`src/rtl/alu_issue_if.sv`:
```
// Bundles the decode-side, unit-side and writeback-side signals of the ALU issue controller.
// The slave modport is the controller's view; master is the surrounding pipeline's view.
`timescale 1ns/1ps
interface alu_issue_if;
  logic        flush;
  logic        in_valid;
  logic        in_ready;
  logic [2:0]  in_funct3;
  logic        in_f7b5;
  logic        in_is_imm;
  logic [31:0] in_a;
  logic [31:0] in_b;
  logic [4:0]  in_rd;
  logic [9:0]  op_en;
  logic [31:0] op_a;
  logic [31:0] op_b;
  logic [31:0] op_rslt;
  logic        out_valid;
  logic        out_ready;
  logic [31:0] out_data;
  logic [4:0]  out_rd;
  logic        out_illegal;
  logic [31:0] retire_cnt;

  modport slave (
    input  flush, in_valid, in_funct3, in_f7b5, in_is_imm, in_a, in_b, in_rd,
    input  op_rslt, out_ready,
    output in_ready, op_en, op_a, op_b, out_valid, out_data, out_rd, out_illegal,
    output retire_cnt
  );

  modport master (
    output flush, in_valid, in_funct3, in_f7b5, in_is_imm, in_a, in_b, in_rd,
    output op_rslt, out_ready,
    input  in_ready, op_en, op_a, op_b, out_valid, out_data, out_rd, out_illegal,
    input  retire_cnt
  );
endinterface

```
`src/rtl/alu_issue_ctrl.sv`:
```
// Two-stage (issue, result) execute sequencer for the RV32I ALU op set.
// Drives a one-hot unit enable from the issue stage and registers the OR-merged unit result.
`timescale 1ns/1ps
module alu_issue_ctrl (
  input logic       clk,
  input logic       rst,
  alu_issue_if.slave bus
);

  typedef enum logic [1:0] {
    EMPTY = 2'b00,
    DONE  = 2'b01,
    ISSUE = 2'b10,
    FULL  = 2'b11
  } occ_e;

  occ_e        state, state_nx;
  logic        iv, rv;
  logic        adv_i, adv_r, in_rdy, accept;
  logic [9:0]  dec_oh;
  logic        dec_ill;

  logic [31:0] a_q, b_q;
  logic [4:0]  rd_q;
  logic [9:0]  oh_q;
  logic        ill_q;

  logic [31:0] rdata_q;
  logic [4:0]  rrd_q;
  logic        rill_q;
  logic [31:0] cnt;

  // Decode funct3/f7b5/is_imm into a unit one-hot; undecodable ops get no enable.
  always_comb begin
    dec_oh  = '0;
    dec_ill = (!bus.in_is_imm && bus.in_f7b5 &&
               (bus.in_funct3 != 3'b000) && (bus.in_funct3 != 3'b101)) ||
              (bus.in_is_imm && bus.in_f7b5 && (bus.in_funct3 == 3'b001));
    case (bus.in_funct3)
      3'b000:  dec_oh = (!bus.in_is_imm && bus.in_f7b5) ? 10'h002 : 10'h001;
      3'b001:  dec_oh = 10'h020;
      3'b010:  dec_oh = 10'h100;
      3'b011:  dec_oh = 10'h200;
      3'b100:  dec_oh = 10'h004;
      3'b101:  dec_oh = bus.in_f7b5 ? 10'h080 : 10'h040;
      3'b110:  dec_oh = 10'h008;
      default: dec_oh = 10'h010;
    endcase
    if (dec_ill) dec_oh = '0;
  end

  // Occupancy state register: bit 1 is the issue stage, bit 0 the result stage.
  always_ff @(posedge clk or posedge rst) begin
    if (rst) state <= EMPTY;
    else     state <= state_nx;
  end

  always_comb begin
    iv       = state[1];
    rv       = state[0];
    adv_r    = rv && bus.out_ready;
    adv_i    = iv && (!rv || adv_r);
    in_rdy   = !iv || adv_i;
    accept   = bus.in_valid && in_rdy;
    state_nx = occ_e'({accept || (iv && !adv_i), adv_i || (rv && !adv_r)});
    if (bus.flush) state_nx = EMPTY;
  end

  // Issue-stage payload only loads on accept, so it holds while stalled.
  always_ff @(posedge clk or posedge rst) begin
    if (rst) begin
      a_q   <= '0;
      b_q   <= '0;
      rd_q  <= '0;
      oh_q  <= '0;
      ill_q <= 1'b0;
    end else if (accept) begin
      a_q   <= bus.in_a;
      b_q   <= bus.in_b;
      rd_q  <= bus.in_rd;
      oh_q  <= dec_oh;
      ill_q <= dec_ill;
    end
  end

  // Result capture plus retire count; an out handshake still retires during a flush.
  always_ff @(posedge clk or posedge rst) begin
    if (rst) begin
      rdata_q <= '0;
      rrd_q   <= '0;
      rill_q  <= 1'b0;
      cnt     <= '0;
    end else begin
      if (adv_i) begin
        rdata_q <= ill_q ? 32'd0 : bus.op_rslt;
        rrd_q   <= rd_q;
        rill_q  <= ill_q;
      end
      if (adv_r && !rill_q) cnt <= cnt + 32'd1;
    end
  end

  assign bus.in_ready    = in_rdy;
  assign bus.op_en       = oh_q & {10{iv}};
  assign bus.op_a        = a_q;
  assign bus.op_b        = b_q;
  assign bus.out_valid   = rv;
  assign bus.out_data    = rdata_q;
  assign bus.out_rd      = rrd_q;
  assign bus.out_illegal = rill_q;
  assign bus.retire_cnt  = cnt;

endmodule

```
`src/flat_wrapper.sv`:
```
// flat-port wrapper written by rule: the top's interface ports become plain ports
module alu_issue_ctrl_flat 
  (clk, rst, bus_flush, bus_in_valid, bus_in_funct3, bus_in_f7b5, bus_in_is_imm, bus_in_a, bus_in_b, bus_in_rd, bus_op_rslt, bus_out_ready, bus_in_ready, bus_op_en, bus_op_a, bus_op_b, bus_out_valid, bus_out_data, bus_out_rd, bus_out_illegal, bus_retire_cnt);
  alu_issue_if bus_i ();
  input logic clk;
  input logic rst;
  input wire logic [$bits(bus_i.flush)-1:0] bus_flush;
  input wire logic [$bits(bus_i.in_valid)-1:0] bus_in_valid;
  input wire logic [$bits(bus_i.in_funct3)-1:0] bus_in_funct3;
  input wire logic [$bits(bus_i.in_f7b5)-1:0] bus_in_f7b5;
  input wire logic [$bits(bus_i.in_is_imm)-1:0] bus_in_is_imm;
  input wire logic [$bits(bus_i.in_a)-1:0] bus_in_a;
  input wire logic [$bits(bus_i.in_b)-1:0] bus_in_b;
  input wire logic [$bits(bus_i.in_rd)-1:0] bus_in_rd;
  input wire logic [$bits(bus_i.op_rslt)-1:0] bus_op_rslt;
  input wire logic [$bits(bus_i.out_ready)-1:0] bus_out_ready;
  output wire logic [$bits(bus_i.in_ready)-1:0] bus_in_ready;
  output wire logic [$bits(bus_i.op_en)-1:0] bus_op_en;
  output wire logic [$bits(bus_i.op_a)-1:0] bus_op_a;
  output wire logic [$bits(bus_i.op_b)-1:0] bus_op_b;
  output wire logic [$bits(bus_i.out_valid)-1:0] bus_out_valid;
  output wire logic [$bits(bus_i.out_data)-1:0] bus_out_data;
  output wire logic [$bits(bus_i.out_rd)-1:0] bus_out_rd;
  output wire logic [$bits(bus_i.out_illegal)-1:0] bus_out_illegal;
  output wire logic [$bits(bus_i.retire_cnt)-1:0] bus_retire_cnt;
  assign bus_i.flush = bus_flush;
  assign bus_i.in_valid = bus_in_valid;
  assign bus_i.in_funct3 = bus_in_funct3;
  assign bus_i.in_f7b5 = bus_in_f7b5;
  assign bus_i.in_is_imm = bus_in_is_imm;
  assign bus_i.in_a = bus_in_a;
  assign bus_i.in_b = bus_in_b;
  assign bus_i.in_rd = bus_in_rd;
  assign bus_i.op_rslt = bus_op_rslt;
  assign bus_i.out_ready = bus_out_ready;
  assign bus_in_ready = bus_i.in_ready;
  assign bus_op_en = bus_i.op_en;
  assign bus_op_a = bus_i.op_a;
  assign bus_op_b = bus_i.op_b;
  assign bus_out_valid = bus_i.out_valid;
  assign bus_out_data = bus_i.out_data;
  assign bus_out_rd = bus_i.out_rd;
  assign bus_out_illegal = bus_i.out_illegal;
  assign bus_retire_cnt = bus_i.retire_cnt;
  alu_issue_ctrl u_core (.clk(clk), .rst(rst), .bus(bus_i));
endmodule
```
`config.mk`:
```
export PLATFORM = sky130hd
export DESIGN_NAME = alu_issue_ctrl_flat
export DESIGN_NICKNAME = d
export VERILOG_FILES = /design/src/rtl/alu_issue_if.sv /design/src/rtl/alu_issue_ctrl.sv /design/src/flat_wrapper.sv
export SDC_FILE = /design/constraint.sdc
export NUM_CORES = 1
export LEC_CHECK = 0
export ABC_CLOCK_PERIOD_IN_PS = 10910
export CORE_MARGIN = 1.5
export CORE_UTILIZATION = 48
export CTS_BUF_LIST = sky130_fd_sc_hd__clkbuf_2
export DETAILED_ROUTE_END_ITERATION = 8
export PLACE_DENSITY_LB_ADDON = 0.25
export SLEW_MARGIN = 40
export SYNTH_ARGS = -nofsm -noshare
export SYNTH_HDL_FRONTEND = slang
export SYNTH_SLANG_ARGS = --single-unit
```
`constraint.sdc`:
```
create_clock -name clk -period 10.91 [get_ports clk]
set_input_delay 2.182 -clock clk [delete_from_list [all_inputs] [get_ports clk]]
set_output_delay 2.182 -clock clk [all_outputs]
set_load 0.02 [all_outputs]
```
-- After elaboration in Yosys (flattened, before gate mapping)
Cells that the tools add are included.
- logic and storage cells: 49
- input port bits: 111
- register bits after elaboration: 152
- output and inout port bits: 146
- add/subtract/negate cells: 1
- reduce and logical (&&, ||, !) cells: 24
- mux-type cells: 6
- bitwise gates (word level): 1
- eq/ne operators: 7
- operators by type and width (cell ; number):
    one-hot mux 10 bit (7 select lines) ; 1
    adder 32 x 1 -> 32 bit (second input constant) ; 1
    2-to-1 mux 32 bit ; 1
    logical AND 1 bit ; 11
    AND 10 bit ; 1
    2-to-1 mux 10 bit ; 1
    equality test 3 bit (second input constant) ; 3
    2-to-1 mux 8 bit ; 1
    equality test 3 x 2 -> 1 bit (second input constant) ; 2
    logical NOT 1 bit ; 6
    logical OR 1 bit ; 5
    2-to-1 mux 2 bit ; 2
    equality test 3 x 1 -> 1 bit (second input constant) ; 1
    logical NOT 3 bit ; 1
    inequality test 3 bit (second input constant) ; 1
    nonzero test 3 bit ; 1

-- Logic depth before layout (Yosys ltp)
Gate-level depths: netlist of run 1.
- word-level depth: 7
- gate-level depth with buffers: 5

-- Worst setup path before layout of run 1
OpenSTA, ideal clock, no wires.
- kind: input-to-output
- start point: input port bus_out_ready
- end point: output port bus_in_ready
- stages: 1
- required time: 8.728 ns
- setup slack: 6.248 ns
- arrival time: 2.480 ns
- cells stage by stage: nand3b_1
- word-level cells in the longest chain between the ends: 4
- RTL lines (item ; RTL line ; source):
    from (decl) ; flat_wrapper.sv:16 ; input wire logic [$bits(bus_i.out_ready)-1:0] bus_out_ready;
    logical AND 1 bit ; alu_issue_ctrl.sv:61 ; adv_r = rv && bus.out_ready;
    logical OR 1 bit ; alu_issue_ctrl.sv:62 ; adv_i = iv && (!rv || adv_r);
    logical AND 1 bit ; alu_issue_ctrl.sv:62 ;
    logical OR 1 bit ; alu_issue_ctrl.sv:63 ; in_rdy = !iv || adv_i;
    to (decl) ; flat_wrapper.sv:17 ; output wire logic [$bits(bus_i.in_ready)-1:0] bus_in_ready;
Every way passes these cells.

-- Final worst setup path of run 1
Ends and elaborated chain as after synthesis.

==> flow_metrics.env, run 1 <==
export IMPL_antenna_found_initial=1
export IMPL_fin_setup_tns_ps=0
export IMPL_synthToLayoutAreaGrowth_pct=48.04
export IMPL_async_reset_ff_frac=1.000
export IMPL_grt_pass1_wl_mm=23.77
export IMPL_rsz0062_at_grt="no"
export IMPL_vias=4741
export IMPL_route_met3_wl_mm=1.561
export IMPL_synth_seq_cells=152
export IMPL_gp_congestion=0.7817
export IMPL_worstHoldPathType="flop to flop"
export IMPL_cp_common_cell="clkdlybuf4s50_1"
export IMPL_critPathBufInv=2
export IMPL_muxShareOfSynthArea=0.1385
export IMPL_met1_length_mm=5.695
export IMPL_dr_wl_met2_mm=7.562
export IMPL_synth_compound_area_frac=0.04433
export IMPL_p_leak_nw=3.855
export IMPL_start_kind="input port"
export IMPL_ctsResizeCount=0
export IMPL_worst_slew_pin_transition_ps=697.6
export IMPL_synth_edf_count=0
export IMPL_yosys_area_share_simple=0.1358
export IMPL_status="finished, final reports clean"
export IMPL_dr_pass1_iters=4
export IMPL_core_area_mm2=0.01257
export IMPL_place_port_buffers=256
export IMPL_post_cts_repair_setup_buffers=0
export IMPL_path_max_fanout=5
export IMPL_ios=257
export IMPL_dr_max_layer_used="met4"
export IMPL_synthXorXnorAreaFrac=0.04393
export IMPL_dieWidth_um=116.5
export IMPL_path_cells="clkdlybuf4s50_1 > nand3b_1 > clkdlybuf4s50_1"
export IMPL_synth_top_family_by_area="multiplexers"
export IMPL_fin_crit_ps=5987
export IMPL_cts_tree="done"
export IMPL_design_die_area_mm2=0.01357
export IMPL_drv_cap=0
export IMPL_placed_area_mm2=0.008916
export IMPL_layout_nets=859
export IMPL_rows=41
export IMPL_clk_path_buf_depth=2
export IMPL_grt_overflow_total=0
export IMPL_crit_arrival_ps=3810
export IMPL_fin_crit_sh=0.5488
export IMPL_viasPerCell=5.081
export IMPL_grt_use_total=0.2325
export IMPL_wl_per_cell_um=16.41
export IMPL_path_delay_family="buffers and inverters"
export IMPL_start_util=0.4918
export IMPL_skew_ps=25.68
export IMPL_synth_most_common_cell="dfrtp_1"
export IMPL_finalHoldViolCount=0
export IMPL_required_ps=8730
export IMPL_finalSetupViolations=0
export IMPL_slowest_stage="clkdlybuf4s50_1"
export IMPL_dp_hpwl_mm=11.19
export IMPL_fmax_mhz=167.0
export IMPL_fillers=866
export IMPL_clk_latency_ps=710
export IMPL_slew_headroom=0.5349
export IMPL_yosys_area_top_type="dfrtp_1"
export IMPL_synth_seq_area_share=0.6154
export IMPL_synth_common_cells="dfrtp_1, mux2_2, nand2_1"
export IMPL_clock_sinks=152
export IMPL_yosysWarningCount=0
export IMPL_netlist_area_mm2=0.006181
export IMPL_grt_pass1_vias=4861
export IMPL_clk_pin_slew_worst_paths_ps=200
export IMPL_grt_max_degree=91
export IMPL_drt_iter0_markers=190
export IMPL_drc=0
export IMPL_die_y_um=116.5
export IMPL_hold_worst_slack_ps=498.2
export IMPL_synthTopCellsByArea="dfrtp_1, mux2_2, xnor2_1"
export IMPL_yosysUniqueCellTypes=32
export IMPL_path_class="input port to output pin"
export IMPL_max_stage_delay_ps=670
export IMPL_numCtsBuffers=17
export IMPL_clockRootBuffer="clkbuf_2"
export IMPL_synth_area_per_cell_um2=12.56
export IMPL_ys_flop_type="dfrtp_1"
export IMPL_maxSlewViolCount=0
export IMPL_htreeDepth=4
export IMPL_stdcell_area_mm2=0.009150
export IMPL_synth_cells=492
export IMPL_synth_top_area_frac=0.6154
export IMPL_drtAntennaViolNets=0
export IMPL_drive_above_1_share=0.1500
export IMPL_wirelength_mm=15.31
export IMPL_peakVddDrop_uv=81.08
export IMPL_end_kind="output pin"
export IMPL_cts_hold_buf=0
export IMPL_synth_fp_nets=604
export IMPL_p_per_area_mw_per_mm2=142.8
export IMPL_yosys_area_share_adder=0.002024
==> kinds of logic after synthesis <==
logic type                 count (synthesis)
buffers and inverters                     30
DFF                                      152
AOI/OAI and AO/OA                         48
xor gates and xnor gates                  31
muxes                                     76
and+or+nand+nor                          154
adders and majority gates                  1
==> final cells by class <==
class	instances	area [um2]	area share
Multi-Input combinational cell	310	2281	0.2493
Clock buffer	19	95.09	0.01039
Inverter	8	35.03	0.003829
Timing Repair Buffer	258	2581	0.2821
Clock inverter	13	135.1	0.01477
Tap cell	172	215.2	0.02352
Sequential cell	152	3805	0.4158
Antenna cell	1	2.502	0.0002735
==> per-stage QoR <==
step | power (mW) | cells | setup WS, ps | util
floorplan | 0.8220 | 492 | 4635 | -
global placement | 0.9963 | 900 | 5024 | 0.7084
detailed placement | 1.008 | 900 | 4932 | 0.7094
CTS | 1.322 | 932 | 4924 | 0.7277
global route | 1.370 | 933 | 4859 | 0.7280
finish | 1.306 | 933 | 4923 | 0.7280
==> placed cells by master, fill, tap and decap left out, types with 14 or more instances in the layout <==
| cell | count |
|---|---|
| and2_1 | 14 |
| clkbuf_2 | 19 |
| clkdlybuf4s50_1 | 256 |
| dfrtp_1 | 151 |
| mux2_2 | 76 |
| nand2_1 | 54 |
| nand2b_1 | 33 |
| nand3_1 | 14 |
| nand4_1 | 17 |
| o21ai_0 | 35 |
| xnor2_1 | 28 |
==> state kept, by name, summed over array words and instances (netlist names), 2 cells and up <==
name                   count
u_core.state               2
u_core.bus.op_a           32
u_core.bus.out_data       32
u_core.bus.retire_cnt     32
u_core.bus.out_rd          5
u_core.oh_q               10
u_core.rd_q                5
u_core.bus.op_b           32
==> worst paths after layout <==
kind | startpoint | to | slack, ps | depth (start not counted)
worst max-delay path | bus_out_ready | bus_in_ready | 4920 | 3
worst min-delay path | u_core.bus.retire_cnt[31]$_DFFE_PP0P_ | u_core.bus.retire_cnt[31]$_DFFE_PP0P_ | 500 | 1
worst max register to register | u_core.state[0]$_DFF_PP0_ | u_core.bus.out_rd[3]$_DFFE_PP0P_ | 8770 | 4
worst min register to register | u_core.bus.retire_cnt[31]$_DFFE_PP0P_ | u_core.bus.retire_cnt[31]$_DFFE_PP0P_ | 500 | 1
max in group asynchronous | rst | u_core.bus.retire_cnt[2]$_DFFE_PP0P_ | 7800 | 3
min in group asynchronous | rst | u_core.bus.op_a[8]$_DFFE_PP0P_ | 1900 | 2
==> report_power, final <==
group | internal (mW) | switching [mW] | total [mW]
combinational | 0.176 | 0.155 | 0.331
sequential | 0.623 | 0.0398 | 0.662
clock | 0.124 | 0.189 | 0.313
total | 0.923 | 0.384 | 1.31
==> metal layers <==
metal / global-route usage / vias to the layer above
li1: - / 2205
met1: 0.2557 / 2317
met2: 0.3831 / 186
met3: 0.1059 / 33
met4: 0.1146 / 0
met5: 0 / -
Note: power is estimated with default switching activity, not from simulation.
==> run 2, diff against run 1 <==
- ABC_CLOCK_PERIOD_IN_PS: 10910 -> 5300
- CORE_UTILIZATION: 48 -> 40
- clock period: 10.91 -> 5.3 ns (I/O delays scaled with it)
==> run 2 against run 1 <==
Effect of this change: combinational power up 100%; critical path type unchanged; flip-flop and latch count is the same; critical path depth unchanged; largest cell class unchanged; register-to-register slack lost 5700 ps; clock power rose by 110%.
==> flow_metrics.env, run 2 (same netlist as run 1, synthesis figures left out) <==
export IMPL_grt_pass1_wl_mm=24.03
export IMPL_final_common_cell="clkdlybuf4s50_1"
export IMPL_skew_ps=37.76
export IMPL_power_mw=2.688
export IMPL_worstHoldPathType="flop to flop"
export IMPL_ios=257
export IMPL_min_path_cells=1
export IMPL_die_y_um=127.3
export IMPL_start_util=0.4081
export IMPL_most_common_layout_cells="clkdlybuf4s50_1, dfrtp_1, mux2_2"
export IMPL_n_antenna_cell=0
export IMPL_path_delay_family="buffers and inverters"
export IMPL_htreeDepth=4
export IMPL_place_port_buffers=256
export IMPL_numCtsBuffers=17
export IMPL_finalSetupViolations=0
export IMPL_netSwitchingFraction=0.2932
export IMPL_slowest_stage="clkdlybuf4s50_1"
export IMPL_crit_arrival_ps=2700
export IMPL_fmax_mhz=266.0
export IMPL_finalHoldViolCount=0
export IMPL_clk_path_buf_depth=2
export IMPL_post_cts_repair_setup_buffers=0
export IMPL_min_to="u_core.bus.retire_cnt[31]$_DFFE_PP0P_"
export IMPL_ctsResizeCount=0
export IMPL_p_leak_nw=3.864
export IMPL_layout_nets=861
export IMPL_design_die_area_mm2=0.01621
export IMPL_dp_hpwl_mm=10.85
export IMPL_p_per_area_mw_per_mm2=292.9
export IMPL_cts_tree="done"
export IMPL_wl_per_cell_um=15.84
export IMPL_r2r_cells=4
export IMPL_p_switching_mw=0.7883
export IMPL_rrSetupSlack_ps=3060
export IMPL_dr_pass1_iters=4
export IMPL_grt_max_degree=85
export IMPL_vias=4632
export IMPL_fillers=1215
export IMPL_clockRootBuffer="clkbuf_2"
export IMPL_required_ps=4240
export IMPL_grt_pass1_vias=4845
export IMPL_drive_above_1_share=0.1539
export IMPL_slew_headroom=0.5222
export IMPL_drtAntennaViolNets=0
export IMPL_internal_power_mw=1.900
export IMPL_cp_common_cell="clkdlybuf4s50_1"
export IMPL_rows=45
export IMPL_clock_sinks=152
export IMPL_sequentialPowerShare=0.508
export IMPL_gp_congestion=0.7540
export IMPL_antenna_found_initial=0
export IMPL_peakVddDrop_uv=139.4
export IMPL_dieWidth_um=127.3
export IMPL_rsz0062_at_grt="no"
export IMPL_worst_r2r_endpoint="u_core.bus.op_b[10]$_DFFE_PP0P_"
export IMPL_grt_use_total=0.1900
export IMPL_wirelength_mm=15.01
export IMPL_dp_slack_ps=1620
export IMPL_clk_pin_slew_worst_paths_ps=200
export IMPL_setup_slack_ps=1541
export IMPL_drv_cap=0
export IMPL_fin_crit_ps=3759
export IMPL_viasPerCell=4.886
export IMPL_clk_latency_ps=690
export IMPL_worst_slew_pin_transition_ps=712.9
export IMPL_power_frac_clock=0.240
export IMPL_grt_overflow_total=0
export IMPL_drt_iter0_markers=245
export IMPL_path_class="input port to output pin"
export IMPL_path_cells="clkdlybuf4s50_1 > nand3b_1 > clkdlybuf4s50_1"
export IMPL_path_max_fanout=5
export IMPL_fin_setup_tns_ps=0
export IMPL_pwr_share_comb=0.252
export IMPL_cts_hold_buf=0
export IMPL_stdcell_count=948
export IMPL_max_stage_delay_ps=690
export IMPL_drc=0
export IMPL_maxSlewViolCount=0
export IMPL_critPathBufInv=2
export IMPL_synthToLayoutAreaGrowth_pct=48.50
export IMPL_core_area_mm2=0.01515
export IMPL_worstHoldStart="u_core.bus.retire_cnt[31]$_DFFE_PP0P_"
export IMPL_r2r_start="u_core.state[1]$_DFF_PP0_"
export IMPL_status="finished, final reports clean"
export IMPL_dp_cells=918
export IMPL_end_kind="output pin"
export IMPL_start_kind="input port"
export IMPL_fin_crit_sh=0.7093
==> run 2: layout make-up <==
class	instances	area [um2]	share of cell area
Clock inverter	11	132.6	0.01445
Tap cell	188	235.2	0.02563
Inverter	8	37.54	0.004089
Clock buffer	19	95.09	0.01036
Timing Repair Buffer	260	2592	0.2824
Sequential cell	152	3805	0.4145
Multi-Input combinational cell	310	2281	0.2485
==> run 2: worst max-delay path by stage <==
stage                                           endpoint  slack (ps)     startpoint  depth (start not counted)
after CTS                                   bus_in_ready        1620  bus_out_ready                          3
after global placement                      bus_in_ready        1640  bus_out_ready                          3
after global routing                        bus_in_ready        1510  bus_out_ready                          3
after detailed placement                    bus_in_ready        1620  bus_out_ready                          3
after floorplan           u_core.bus.op_a[0]$_DFFE_PP0P_         150            rst                          1
final                                       bus_in_ready        1540  bus_out_ready                          3
==> run 2: layer usage <==
metal	share of wire	wire length [um]	GRT usage	vias to the layer above
li1	-	-	-	2198
met1	0.40	6040	0.2182	2263
met2	0.51	7608	0.3269	155
met3	0.078	1166	0.07161	16
met4	0.013	198	0.06417	0
met5	0	0	0	-
==> run 2: per-stage QoR <==
stage | util | cell area, um2 | hold WS (ps)
after floorplan | - | 6181 | 434.9
after global placement | 0.5902 | 8939 | 455.3
final | 0.6060 | 9179 | 492.2
after detailed placement | 0.5902 | 8939 | 457.3
after global routing | 0.6060 | 9179 | 523.2
after CTS | 0.6052 | 9166 | 498.2
==> run 2: power by group through the flow <==
| stage | sequential, mW | clock (mW) | combinational [mW] |
|---|---|---|---|
| after CTS | 1.37 | 0.671 | 0.686 |
| after global routing | 1.39 | 0.717 | 0.721 |
| after floorplan | 1.52 | 0 | 0.177 |
| final | 1.37 | 0.645 | 0.677 |
| after global placement | 1.38 | 0 | 0.674 |
| after detailed placement | 1.39 | 0 | 0.685 |
==> run 3, diff against run 2 <==
- ABC_CLOCK_PERIOD_IN_PS: 5300 -> 3100
- clock period: 5.3 -> 3.1 ns (I/O delays scaled with it)
==> run 3 against run 2 <==
Effect of this change: clock skew shrank 12 ps; count of clock-buffer cells in the layout did not move; register-to-register slack worse by 2000 ps; die area unchanged; flip-flop and latch count unchanged; critical path depth decreased by 1; first-iteration DRC count is 43% lower; core utilization up 0.86 points; critical endpoint unchanged; largest cell class unchanged; largest power group unchanged.
==> flow_metrics.env, run 3 (same netlist as run 1, synthesis figures left out) <==
export IMPL_design_die_area_mm2=0.01621
export IMPL_placed_area_mm2=0.009005
export IMPL_wirelength_mm=15.03
export IMPL_p_leak_nw=3.919
export IMPL_finalHoldViolCount=0
export IMPL_viasPerCell=4.908
export IMPL_max_stage_delay_ps=690
export IMPL_grt_pass1_vias=4889
export IMPL_pwr_share_comb=0.248
export IMPL_ios=257
export IMPL_final_common_cell="clkdlybuf4s50_1"
export IMPL_power_frac_clock=0.258
export IMPL_drc=0
export IMPL_slowest_stage="clkdlybuf4s50_1"
export IMPL_layout_nets=866
export IMPL_die_y_um=127.3
export IMPL_grt_pass1_wl_mm=24.21
export IMPL_rsz0062_at_grt="no"
export IMPL_clk_path_buf_depth=2
export IMPL_path_max_fanout=13
export IMPL_vias=4687
export IMPL_finalSetupViolations=0
export IMPL_place_port_buffers=256
export IMPL_drive_above_1_share=0.1658
export IMPL_p_per_area_mw_per_mm2=507.5
export IMPL_cts_tree="done"
export IMPL_drt_iter0_markers=139
export IMPL_required_ps=2480
export IMPL_power_mw=4.725
export IMPL_netSwitchingFraction=0.2897
export IMPL_drtAntennaViolNets=0
export IMPL_antenna_found_initial=1
export IMPL_fin_crit_ps=2772
export IMPL_end_kind="output pin"
export IMPL_grt_max_degree=153
export IMPL_clockRootBuffer="clkbuf_2"
export IMPL_worst_slew_pin_transition_ps=665.2
export IMPL_sequentialPowerShare=0.494
export IMPL_clock_sinks=152
export IMPL_peakVddDrop_uv=308.2
export IMPL_wl_per_cell_um=15.74
export IMPL_clk_latency_ps=680
export IMPL_numCtsBuffers=17
export IMPL_dp_hpwl_mm=11.03
export IMPL_crit_arrival_ps=2150
export IMPL_worstHoldPathType="input port to asynchronous set/reset pin"
export IMPL_maxSlewViolCount=0
export IMPL_htreeDepth=4
export IMPL_path_class="flop to output pin"
export IMPL_slew_headroom=0.5541
export IMPL_core_area_mm2=0.01515
export IMPL_rows=45
export IMPL_fin_setup_tns_ps=0
export IMPL_fmax_mhz=360.7
export IMPL_fin_crit_sh=0.8943
export IMPL_status="finished, final reports clean"
export IMPL_drv_cap=0
export IMPL_dr_pass1_iters=4
export IMPL_stdcell_area_mm2=0.009309
export IMPL_gp_congestion=0.7727
export IMPL_start_util=0.4081
export IMPL_start_kind="flop"
export IMPL_p_switching_mw=1.369
export IMPL_grt_overflow_total=0
export IMPL_dieWidth_um=127.3
export IMPL_synthToLayoutAreaGrowth_pct=50.61
export IMPL_hold_worst_slack_ps=362.8
export IMPL_grt_use_total=0.1927
export IMPL_setup_slack_ps=327.6
export IMPL_internal_power_mw=3.356
export IMPL_skew_ps=26.25
export IMPL_post_cts_repair_setup_buffers=0
export IMPL_path_cells="nand3b_1 > clkdlybuf4s50_1"
export IMPL_dp_slack_ps=424.5
export IMPL_most_common_layout_cells="clkdlybuf4s50_1, dfrtp_1, mux2_2"
export IMPL_fillers=1188
export IMPL_clk_pin_slew_worst_paths_ps=190
==> run 3: layer usage <==
metal | vias to the layer above | routed length, um | GRT usage
met2 | 177 | 7432 | 0.3208
met1 | 2271 | 5866 | 0.2171
li1 | 2221 | - | -
met5 | - | 0 | 0
met4 | 0 | 238 | 0.07086
met3 | 18 | 1490 | 0.08920
==> run 3: timing repair <==
item / in CTS / in global routing
setup endpoints to repair: 0 / 1
hold buffers: 0 / 0
gates resized for setup: 0 / 1
hold endpoints to repair: 0 / 0
==> run 3: metrics by stage <==
stage / utilization / std cells
2_1_floorplan: - / 492
3_3_place_gp: 0.5945 / 922
3_5_place_dp: 0.5945 / 922
4_1_cts: 0.6125 / 953
5_1_grt: 0.6146 / 955
6_report: 0.6146 / 955
==> run 3: cell type report <==
| cell class | count | area [um2] | share of cell area |
|---|---|---|---|
| Antenna cell | 1 | 2.502 | 0.0002688 |
| Timing Repair Buffer | 265 | 2688 | 0.2887 |
| Multi-Input combinational cell | 310 | 2272 | 0.2441 |
| Sequential cell | 152 | 3806 | 0.4089 |
| Inverter | 8 | 33.78 | 0.003629 |
| Clock inverter | 12 | 176.4 | 0.01895 |
| Tap cell | 188 | 235.2 | 0.02527 |
| Clock buffer | 19 | 95.09 | 0.01022 |
==> run 3: critical path, delay by kind of cell (launching register included) <==
family	cells	cell delay, ps
buffers and inverters	1	690
DFF	1	540
and+or+nand+nor	1	260
==> run 3: power by group through the flow <==
stage               Combinational [mW]  Clock (mW)  Sequential (mW)
detailed placement                1.18           0             2.37
global route                      1.25        1.36             2.37
CTS                               1.19        1.28             2.33
global placement                  1.16           0             2.36
floorplan                        0.302           0             2.59
finish                            1.17        1.22             2.33
==> run 3: path summary, 6_finish.rpt <==
| kind | start | end | slack, ps | depth (start not counted) |
|---|---|---|---|---|
| max | u_core.state[1]$_DFF_PP0_ | bus_in_ready | 330 | 2 |
| min | rst | u_core.bus.retire_cnt[11]$_DFFE_PP0P_ | 360 | 3 |
| max reg2reg | u_core.bus.retire_cnt[0]$_DFFE_PP0P_ | u_core.bus.retire_cnt[20]$_DFFE_PP0P_ | 1100 | 5 |
| min reg2reg | u_core.bus.retire_cnt[31]$_DFFE_PP0P_ | u_core.bus.retire_cnt[31]$_DFFE_PP0P_ | 490 | 1 |
| max in group asynchronous | rst | u_core.bus.op_b[17]$_DFFE_PP0P_ | 2010 | 4 |
| min in group clk | bus_op_rslt[23] | u_core.bus.out_data[23]$_DFFE_PP0P_ | 470 | 3 |
